## config.mk

```make
export PLATFORM = sky130hd
export DESIGN_NAME = obuf_drain
export DESIGN_NICKNAME = d
export VERILOG_FILES = /design/src/rtl/accel_pkg.sv /design/src/rtl/obuf_drain.sv
export SDC_FILE = /design/constraint.sdc
export NUM_CORES = 1
export LEC_CHECK = 0
export CORE_MARGIN = 8
export CORE_UTILIZATION = 53
export CTS_CLUSTER_DIAMETER = 40
export CTS_CLUSTER_SIZE = 24
export DETAILED_ROUTE_END_ITERATION = 7
export HOLD_SLACK_MARGIN = 0.08
export PLACE_DENSITY_LB_ADDON = 0.25
export SLEW_MARGIN = 20
export SYNTH_ARGS = -nofsm -noshare
export SYNTH_HDL_FRONTEND = slang
export SYNTH_SLANG_ARGS = --single-unit
```

## constraint.sdc

```tcl
create_clock -name clk -period 2.8 [get_ports clk]
set_input_delay 0.56 -clock clk [delete_from_list [all_inputs] [get_ports clk]]
set_output_delay 0.56 -clock clk [all_outputs]
set_load 0.1 [all_outputs]
```

## src/rtl/accel_pkg.sv

```systemverilog
// Shared accelerator definitions: obuf geometry, lane width derivation and
// the drain engine state encoding.
package accel_pkg;

  localparam int LOG_DEPTH = 5;

  // Per-lane psum width grows with the reduction depth of the array.
  function automatic int col_width(input int log_array_size);
    return 10 + log_array_size;
  endfunction

  typedef enum logic [2:0] {
    IDLE,
    READ,
    WAIT,
    SEND,
    FINISH
  } drain_state_t;

endpackage

```

## src/rtl/obuf_drain.sv

```systemverilog
// Output-buffer readback: strobes one obuf row per read_o, then serializes
// its columns as one beat per handshake toward the host.
module obuf_drain
  import accel_pkg::*;
#(
  parameter int ARRAY_SIZE     = 8,
  parameter int LOG_ARRAY_SIZE = 3
) (
  input  logic                                   clk,
  input  logic                                   rst,
  input  logic                                   start,
  input  logic [LOG_DEPTH:0]                     num_rows,
  output logic                                   read_o,
  input  logic [ARRAY_SIZE*col_width(LOG_ARRAY_SIZE)*4-1:0] obuf_out,
  output logic [col_width(LOG_ARRAY_SIZE)*4-1:0] out_data,
  output logic [LOG_ARRAY_SIZE-1:0]              out_col,
  output logic                                   out_valid,
  output logic                                   out_last,
  input  logic                                   out_ready,
  output logic                                   busy,
  output logic                                   done
);

  localparam int BEAT_W = col_width(LOG_ARRAY_SIZE) * 4;
  localparam logic [LOG_ARRAY_SIZE-1:0] COL_LAST = LOG_ARRAY_SIZE'(ARRAY_SIZE - 1);

  drain_state_t state, state_nx;
  logic [LOG_DEPTH:0]                   rows_left;
  logic [LOG_ARRAY_SIZE-1:0]            col;
  logic [ARRAY_SIZE-1:0][BEAT_W-1:0]    row;
  logic                                 hs;

  assign hs = out_valid & out_ready;

  always_ff @(posedge clk) begin
    if (rst) begin
      state     <= IDLE;
      rows_left <= '0;
      col       <= '0;
      row       <= '0;
    end else begin
      state <= state_nx;
      case (state)
        IDLE: if (start) rows_left <= num_rows;
        WAIT: begin
          // obuf data is valid the cycle after the strobe
          row       <= obuf_out;
          col       <= '0;
          rows_left <= rows_left - 1'b1;
        end
        SEND: if (hs && col != COL_LAST) col <= col + 1'b1;
        default: ;
      endcase
    end
  end

  always_comb begin
    state_nx  = state;
    read_o    = 1'b0;
    out_valid = 1'b0;
    done      = 1'b0;
    case (state)
      IDLE: if (start) state_nx = (num_rows != '0) ? READ : FINISH;
      READ: begin
        read_o   = 1'b1;
        state_nx = WAIT;
      end
      WAIT: state_nx = SEND;
      SEND: begin
        out_valid = 1'b1;
        if (hs && col == COL_LAST) state_nx = (rows_left != '0) ? READ : FINISH;
      end
      FINISH: begin
        done     = 1'b1;
        state_nx = IDLE;
      end
      default: state_nx = IDLE;
    endcase
  end

  assign out_data = row[col];
  assign out_col  = col;
  assign out_last = out_valid & (col == COL_LAST) & (rows_left == '0);
  assign busy     = (state != IDLE);

endmodule

```

After elaboration in Yosys (flattened, before gate mapping)
Cells that the tools add are included.
{"block": "totals", "word_cells": 52, "inputBits": 426, "output_inout_bits": 60, "reg_bits": 428}
{"block": "op_classes", "reduce_logical": 12, "magnitude_cmp": 1, "n_bitwise": 3, "muxes": 14, "addsub": 2, "n_eq_ne": 9}
{"cell": "binary-select mux 52 bit (select 3 bit)", "count": 1}
{"cell": "2-to-1 mux 52 bit", "count": 1}
{"cell": "2-to-1 mux 3 bit", "count": 5}
{"cell": "one-hot mux 3 bit (4 select lines)", "count": 1}
{"cell": "one-hot mux 6 bit (2 select lines)", "count": 1}
{"cell": "nonzero test 6 bit", "count": 2}
{"cell": "== test 3 x 2 -> 1 bit, second input constant", "count": 2}
{"cell": "== test 3 bit, second input constant", "count": 2}
{"cell": "logical NOT 6 bit", "count": 1}
{"cell": "2-to-1 mux 6 bit", "count": 1}
{"cell": "!= test 2 bit, second input constant", "count": 3}
{"cell": "one-hot mux 3 bit (2 select lines)", "count": 1}
{"cell": "AND reduction 2 bit", "count": 3}
{"cell": "subtractor 6 x 1 -> 6 bit, second input constant", "count": 1}
{"cell": "less-than comparator 3 x 4 -> 1 bit, second input constant", "count": 1}
{"cell": "nonzero test 2 bit", "count": 2}
{"cell": "adder 3 x 1 -> 3 bit, second input constant", "count": 1}
{"cell": "AND 1 bit", "count": 3}
{"cell": "== test 3 x 1 -> 1 bit, second input constant", "count": 1}
{"cell": "logical NOT 3 bit", "count": 1}
{"cell": "2-to-1 mux 1 bit", "count": 3}
{"cell": "!= test 3 bit, second input constant", "count": 1}
{"cell": "nonzero test 3 bit", "count": 1}
{"cell": "logical AND 1 bit", "count": 2}

Logic depth before layout (Yosys ltp)
Gate-level depths: netlist (run 1).
{"block": "depth", "ltp_word": 6, "mapped_depth": 7, "mapped_depth_nobuf": 5}

Least setup slack after synthesis (run 1)
OpenSTA, ideal clock, no wires.
{"block": "synth_path", "path_kind": "reg-to-output", "from": "register state[0]", "to": "output read_o", "slack_ns": -0.711, "n_path_buf": 2, "arrival_ns": 2.951, "stages_incl_launch_ff": 4, "path_cell_list": "dfxtp_1 -> buf_2 -> clkbuf_1 -> nor3b_1"}
{"block": "synth_between", "elab_chain_cells": 2}
{"element": "start: declaration", "line_no": "obuf_drain.sv:27", "rtl": "drain_state_t state, state_nx;"}
{"element": "start signal: assignment", "line_no": "obuf_drain.sv:42", "rtl": "state <= state_nx;"}
{"element": "== test 3 x 1 -> 1 bit", "line_no": "obuf_drain.sv:62", "rtl": "case (state)"}
{"element": "2-to-1 mux 1 bit", "line_no": "obuf_drain.sv:62"}
{"element": "end: declaration", "line_no": "obuf_drain.sv:13", "rtl": "output logic read_o,"}
No other way between the ends.

Final worst setup path (run 1)
{"block": "layout_path", "from": "register col[0], in the netlist out_col[0]", "to": "output out_data[18]"}
{"block": "layout_between", "elab_chain_cells": 2}
{"element": "start: declaration", "line_no": "obuf_drain.sv:29", "rtl": "logic [LOG_ARRAY_SIZE-1:0] col;"}
{"element": "start signal: assignment", "line_no": "obuf_drain.sv:51", "rtl": "SEND: if (hs && col != COL_LAST) col <= col + 1'b1;"}
{"element": "binary-select mux 52 bit (select 3 bit)", "line_no": "obuf_drain.sv:81", "rtl": "assign out_data = row[col];"}
{"element": "2-to-1 mux 52 bit (not written as such)", "line_no": "obuf_drain.sv:81"}
{"element": "end: declaration", "line_no": "obuf_drain.sv:15", "rtl": "output logic [col_width(LOG_ARRAY_SIZE)*4-1:0] out_data,"}
No other way between the ends. The select of a mux whose other input is x is not followed.

==> parameters.txt, run 1 <==
Parameter                              Value

Outcome
  Run status    finished with violations
  Violated checks    negative setup slack

Power
  Sw Ratio    0.2685
  Sequential group share of total power    0.418
  Power per Cell Area    608.4 mW/mm^2
  Clk pwr share    0.419
  Worst voltage drop across the vdd grid    476.7 uV
  Internal    11.71 mW
  Combinational share of power    0.163
  Lkg Pwr    9.382 nW
  Net load switching power    4.300 mW

Clocking
  Worst-Skew Late Latency    0.57 ns
  TritonCTS clock tree    done
  Hold-fix buffers at CTS    0
  Cts bufs inserted    51
  CTS Buffer Depth    3
  Clock sink count    428
  Number of levels in the clock H-tree    2
  Clock root buffer    clkbuf_16
  Clock-pin slew of the registers on the worst-case setup and hold paths    0.06 ns

Global route
  Antenna violations before repair    21
  Total congestion overflow after global routing    0
  Via count of the first global-routing pass    17,090
  Maximum number of pins on one net before global-route repair    221
  All-layer global routing usage    0.2866
  First-pass GRT wire length    94,680 microns

Die
  Overall die height    204.4 microns
  Number of cell rows    69
  Die footprint    0.04177 sq mm
  Initial Utilization    0.5339
  Area of the placeable core    0.03522 sq mm
  IO Count    486
  Chip width    204.4 microns

Flow run
  Max-cap check violation count    0

Drt
  Detailed Routing Iterations Pass 1    5
  Number of violations reported at the end of detailed-routing iteration 0    1,346
  Count of antenna-violating nets left after detailed routing    0
  Total vias in the final route    17,230
  Routed length per placed instance    21.45 microns
  DRC violation count after routing    0
  Drt total wl    64,840 microns
  Routed vias/inst    5.702

Yosys
  Cell Area, Synth    0.01881 sq mm
  Fraction of the yosys area taken by sequential cells    0.4556
  Yosys Warn Count    0
  Synth cell types    46
  Total of flip-flops plus latches after synthesis    428
  Syn nets    2,508
  Cells after synthesis    2,078
  Syn Area/Cell    9.050 sq um

Place
  Weighted congestion at the end of routability-driven global placement    0.9190
  Placed insts    2,880
  Number of I/O port buffers    485
  Dpl hpwl    42,360 microns

Timing
  Endpoints failing hold    0
  Final period utilization    1.017
  Shortest clock period the worst path allows after layout    2.848 ns
  Worst-margin pin slew    0.9946 ns
  Max_slew headroom    0.3369
  RSZ-0062 raised after global routing    yes
  Worst setup slack after layout    -0.04809 ns
  Peak Freq    0.3511 GHz
  Worst-case clock skew    0.01879 ns
  Total count of max-transition violations in the final report    0
  Post-route worst hold slack    0.3931 ns
  Endpoints failing setup    30

Worst setup path
  Type of the worst setup path    register to primary output
  WP buf/inv    3
  Worst-path maximum fanout    8
  Flop2flop setup slack    0.57 ns
  Type of destination of the critical path    primary output
  R2r worst-path depth    4
  Type of origin of the critical path    register
  Worst EP required    2.24 ns
  Family with the most delay on the worst path    multiplexers
  Chain of cells forming the critical path    buf_12 -> clkbuf_16 -> mux4_2 -> mux2_4 -> buf_12
  Most used cell, CP    buf_12
  R2r startpoint    state[2]
  Largest incremental delay on the critical path    0.52 ns
  Signal arrival time at the worst endpoint    2.29 ns
  Capture point of the worst reg-to-reg path    row[182]
  CP max stage cell    mux4_2

Final layout
  Number of nets in the layout    2,935
  Filler-free cell count of the finished design    3,022
  Share of layout cells above drive strength 1    0.1420
  Area growth from synthesis to layout    39.94%

Min path
  Start point of the worst hold path    rst
  Capture endpoint of the worst hold path    row[28]
  HP Class    input pin to register
  Hold depth    2
## worst reg2reg max path: stages, from the launching register on
cell	delay (ns)
dfxtp_1	0.65
or3b_4	0.30
buf_12	0.60
nand2_1	0.39
a21oi_1	0.23
## how the worst max path moves through the flow
| stage | from | cells after the start | slack (ns) | to |
|---|---|---|---|---|
| 2_1_floorplan | out_col[2] | 3 | 0.02 | out_data[10] |
| 3_3_place_gp | out_col[1] | 4 | 0.43 | out_data[27] |
| 3_5_place_dp | out_col[1] | 5 | 0.39 | out_data[3] |
| 4_1_cts | out_col[0] | 5 | -0.11 | out_data[17] |
| 5_1_grt | out_col[0] | 5 | -0.10 | out_data[25] |
| 6_report | out_col[0] | 5 | -0.05 | out_data[18] |
## per-stage QoR
step | TNS, ns | instance area, sq um | setup slack, ns | util | power (mW)
floorplan | 0 | 18820 | 0.02457 | - | 8.221
global placement | 0 | 24030 | 0.4269 | 0.6823 | 9.219
detailed placement | 0 | 24030 | 0.3900 | 0.6823 | 9.282
CTS | -2.712 | 26190 | -0.1114 | 0.7436 | 15.99
global route | -3.279 | 26310 | -0.1049 | 0.7468 | 16.53
finish | -0.6733 | 26320 | -0.04809 | 0.7472 | 16.01
## what timing repair did
item,CTS,global route
setup endpoints to repair,52,52
gates resized for setup,86,69
buffers inserted,20,3
pin swaps,0,0
cloned,8,5
## synthesized netlist by cell type, drive strengths merged
cell type | n | share of area
buf | 120 | 0.055
or3 | 3 | 0.0010
nand4b | 1 | 0.00047
nand3 | 4 | 0.0011
nor3 | 2 | 0.00053
nand2b | 2 | 0.00067
nand3b | 2 | 0.00080
a311oi | 2 | 0.00093
o211ai | 5 | 0.0020
inv | 4 | 0.00080
nand4 | 2 | 0.00067
nor3b | 3 | 0.0015
a21o | 1 | 0.00040
mux2i | 1 | 0.00053
o21a | 1 | 0.00040
clkbuf | 54 | 0.011
ha | 4 | 0.0027
nand2 | 833 | 0.17
and2 | 1 | 0.00033
nor4 | 1 | 0.00033
a2bb2oi | 2 | 0.00093
nor2b | 1 | 0.00033
mux2 | 52 | 0.031
a211oi | 1 | 0.00040
nor2 | 7 | 0.0014
o221a | 1 | 0.00060
o21bai | 1 | 0.00040
dfxtp | 428 | 0.46
nor4b | 3 | 0.0021
or4bb | 1 | 0.00060
and3b | 1 | 0.00047
or3b | 1 | 0.00047
a32oi | 1 | 0.00047
or4b | 1 | 0.00053
mux4 | 104 | 0.14
a21oi | 424 | 0.11
a41o | 1 | 0.00053
o31ai | 2 | 0.00080
## metal layers
layer	part of all wire	track usage	vias to the layer above
met1	0.37	0.3244	8298
met5	0.00077	0	-
met4	0.044	0.1239	10
met2	0.49	0.5055	840
li1	-	-	7916
met3	0.091	0.07291	167
## cells in the final DEF, fill, tap and decap left out, drive strengths merged, types with 7 or more instances in the layout
master,Yosys,layout
buf,120,119
clkdlybuf4s50,0,424
diode,0,19
nand2,833,833
dfxtp,428,428
a21oi,424,424
mux2,52,52
mux4,104,104
inv,4,11
clkinv,0,15
clkbuf,54,65
nor2,7,7
## state kept, by name, indices dropped and copies added (netlist names)
signal / count
row: 416
rows_left: 6
out_col: 3
state: 3
## cell type report
| cell class | instances | area, sq um |
|---|---|---|
| Fill cell | 2471 | 8905 |
| Antenna cell | 19 | 47.55 |
| Clock inverter | 29 | 319.1 |
| Sequential cell | 428 | 8578 |
| Tap cell | 461 | 576.8 |
| Timing Repair Buffer | 548 | 6424 |
| Clock buffer | 61 | 1416 |
| Inverter | 4 | 15.01 |
| Multi-Input combinational cell | 1472 | 8942 |
## logic make-up after synthesis
family / Yosys count / share of synthesized area
compound gates: 442 / 0.1207
buf+inv: 178 / 0.06686
flops: 428 / 0.4556
simple gates: 869 / 0.1794
fa+ha+maj: 4 / 0.002661
mux: 157 / 0.1748
## power by group through the flow
stage                     combinational [mW]  sequential [mW]  clock [mW]
after floorplan                         1.52             6.70           0
after global placement                  2.45             6.77           0
after detailed placement                2.49             6.79           0
after CTS                               2.58             6.67        6.75
after global routing                    2.78             6.71        7.03
final                                   2.61             6.69        6.71
No activity file was read; power rests on OpenSTA's default activity.
==> run 2, diff against run 1 <==
Settings changed: RECOVER_POWER set to 50.
==> parameters.txt, run 2 (synthesis gave the netlist of run 1 again) <==
Parameter                              Value

Power
  Sw Ratio    0.2687 (about the same)
  Internal    11.71 mW (about the same)
  Clk pwr share    0.419 (about the same)
  Final Power    16.01 mW (about the same)
  Power per Cell Area    608.5 mW/mm^2 (about the same)
  Worst voltage drop across the vdd grid    476.8 uV (about the same)
  Sequential group share of total power    0.418 (about the same)
  Net load switching power    4.302 mW (about the same)
  Combinational share of power    0.163 (about the same)
  Lkg Pwr    9.378 nW (about the same)

Final layout
  Utilization after layout    0.7470 (about the same)
  Leading cell types in the layout, fill and taps excluded    833 x nand2_1, 424 x a21oi_1, 424 x dfxtp_1, 423 x clkdlybuf4s50_1, 83 x mux4_2
  Top register by number of flip-flops    row
  Number of nets in the layout    2,935 (unchanged)
  Commonest non-fill, non-tap cell in the layout    nand2_1
  Final instance area    0.02631 sq mm (about the same)
  Share of layout cells above drive strength 1    0.1412 (-0.0007868)
  Number of flip-flops under the largest register name    416 (unchanged)
  Largest registers    row x416, rows_left x6
  Total of fill cells in the finished design    2,473 (+0.081%)
  Area growth from synthesis to layout    39.91% (about the same)

Drt
  DRC violation count after routing    0 (unchanged)
  Count of antenna-violating nets left after detailed routing    0 (unchanged)
  Total vias in the final route    17,200 (-0.16%)
  Detailed Routing Iterations Pass 1    5 (unchanged)
  Drt total wl    64,770 microns (-0.10%)
  Routed vias/inst    5.693 (-0.16%)
  Routed length per placed instance    21.43 microns (-0.10%)
  Number of violations reported at the end of detailed-routing iteration 0    1,329 (-1.3%)

Min path
  Start point of the worst hold path    rst
  HP Class    input pin to register

Timing
  Peak Freq    0.3510 GHz (about the same)
  Shortest clock period the worst path allows after layout    2.849 ns (+0.001001 ns)
  Final period utilization    1.018 (about the same)
  Setup total negative slack    -0.6604 ns (+0.01297 ns)
  Max_slew headroom    0.02645 (-0.3105)
  RSZ-0062 raised after global routing    yes
  Worst setup slack after layout    -0.04909 ns (-0.001001 ns)
  Worst-case clock skew    0.01865 ns (-0.0001366 ns)
  Endpoints failing setup    30 (unchanged)
  Worst-margin pin slew    1.460 ns (+0.4657 ns)
  Total count of max-transition violations in the final report    0 (unchanged)
  Endpoints failing hold    0 (unchanged)

Clocking
  Clock root buffer    clkbuf_16
  Worst-Skew Late Latency    0.57 ns (about the same)
  Clock sink count    428 (unchanged)
  TritonCTS clock tree    done
  Number of levels in the clock H-tree    2 (unchanged)
  Clock-pin slew of the registers on the worst-case setup and hold paths    0.06 ns (about the same)
  CTS Buffer Depth    3 (unchanged)
  Cts bufs inserted    51 (unchanged)

Worst setup path
  Launching element of the worst setup path    out_col[0]
  R2r startpoint    state[2]
  Largest incremental delay on the critical path    0.50 ns (-0.02 ns)
  Type of origin of the critical path    register
  Chain of cells forming the critical path    buf_8 -> clkbuf_16 -> mux4_2 -> mux2_4 -> buf_12
  Type of the worst setup path    register to primary output
  Type of destination of the critical path    primary output
  Signal arrival time at the worst endpoint    2.29 ns (about the same)
  CP max stage cell    mux4_2
  Worst-path maximum fanout    5 (-3)
  Worst EP required    2.24 ns (about the same)

Global route
  All-layer global routing usage    0.2866 (unchanged)
  Via count of the first global-routing pass    17,090 (unchanged)
  Antenna violations before repair    21 (unchanged)
  Maximum number of pins on one net before global-route repair    221 (unchanged)
  Total congestion overflow after global routing    0 (unchanged)
  First-pass GRT wire length    94,680 microns (unchanged)

Die
  Die footprint    0.04177 sq mm (unchanged)
  Chip width    204.4 microns (unchanged)
  Area of the placeable core    0.03522 sq mm (unchanged)
  Initial Utilization    0.5339 (unchanged)
  Overall die height    204.4 microns (unchanged)
  IO Count    486 (unchanged)
  Number of cell rows    69 (unchanged)

Place
  Worst setup slack after placement    0.3900 ns (unchanged)
  Placed Area    0.02403 sq mm (unchanged)
  Weighted congestion at the end of routability-driven global placement    0.9190 (unchanged)
  Number of I/O port buffers    485 (unchanged)
  Dpl hpwl    42,360 microns (unchanged)

Flow run
  Max-cap check violation count    0 (unchanged)

Outcome
  Run status    finished with violations
  Violated checks    negative setup slack
[run 2: worst max-delay path: cells and delay by family (launching register included)]
family / cells / cell delay, ns
buf+inv: 3 / 0.50
flops: 1 / 0.40
mux: 2 / 0.81
[run 2: power by group through the flow]
stage | clock network, mW | logic [mW] | registers [mW]
final | 6.72 | 2.61 | 6.69
after global routing | 7.03 | 2.78 | 6.71
after global placement | 0 | 2.45 | 6.77
after detailed placement | 0 | 2.49 | 6.79
after floorplan | 0 | 1.52 | 6.70
after CTS | 6.75 | 2.58 | 6.67
[run 2: path summary, 6_finish.rpt]
path / to / slack [ns] / depth (start not counted)
max: out_data[5] / -0.05 / 5
min: row[28] / 0.39 / 2
max reg2reg: row[54] / 0.13 / 4
min reg2reg: row[28] / 0.45 / 2
[run 2: layer usage]
layer  up-vias  global-route usage  routed length [microns]
li1       7916                   -                        -
met1      8294              0.3244                    24030
met2       820              0.5055                    32090
met3       163             0.07291                     5764
met4        10              0.1239                     2833
met5         -                   0                       50
[run 2: cell type report]
cell class / count / area (sq um) / share of cell area
Antenna cell: 19 / 47.55 / 0.001807
Clock buffer: 61 / 1416 / 0.05383
Clock inverter: 29 / 319.1 / 0.01213
Inverter: 4 / 15.01 / 0.0005706
Multi-Input combinational cell: 1472 / 8940 / 0.3398
Sequential cell: 428 / 8578 / 0.3260
Tap cell: 461 / 576.8 / 0.02192
Timing Repair Buffer: 548 / 6420 / 0.2440
[run 2: timing repair]
item,in CTS,in global routing
gates resized for setup,86,69
hold buffers,0,0
setup buffers,20,3
gates cloned,8,5
endpoints found under the setup margin,52,52
[run 2: stage by stage]
| stage | hold slack, ns | instances |
|---|---|---|
| after floorplan | 0.4315 | 2078 |
| after global placement | 0.4373 | 2880 |
| after detailed placement | 0.4428 | 2880 |
| after CTS | 0.3980 | 2997 |
| after global routing | 0.4257 | 3017 |
| final | 0.3924 | 3022 |
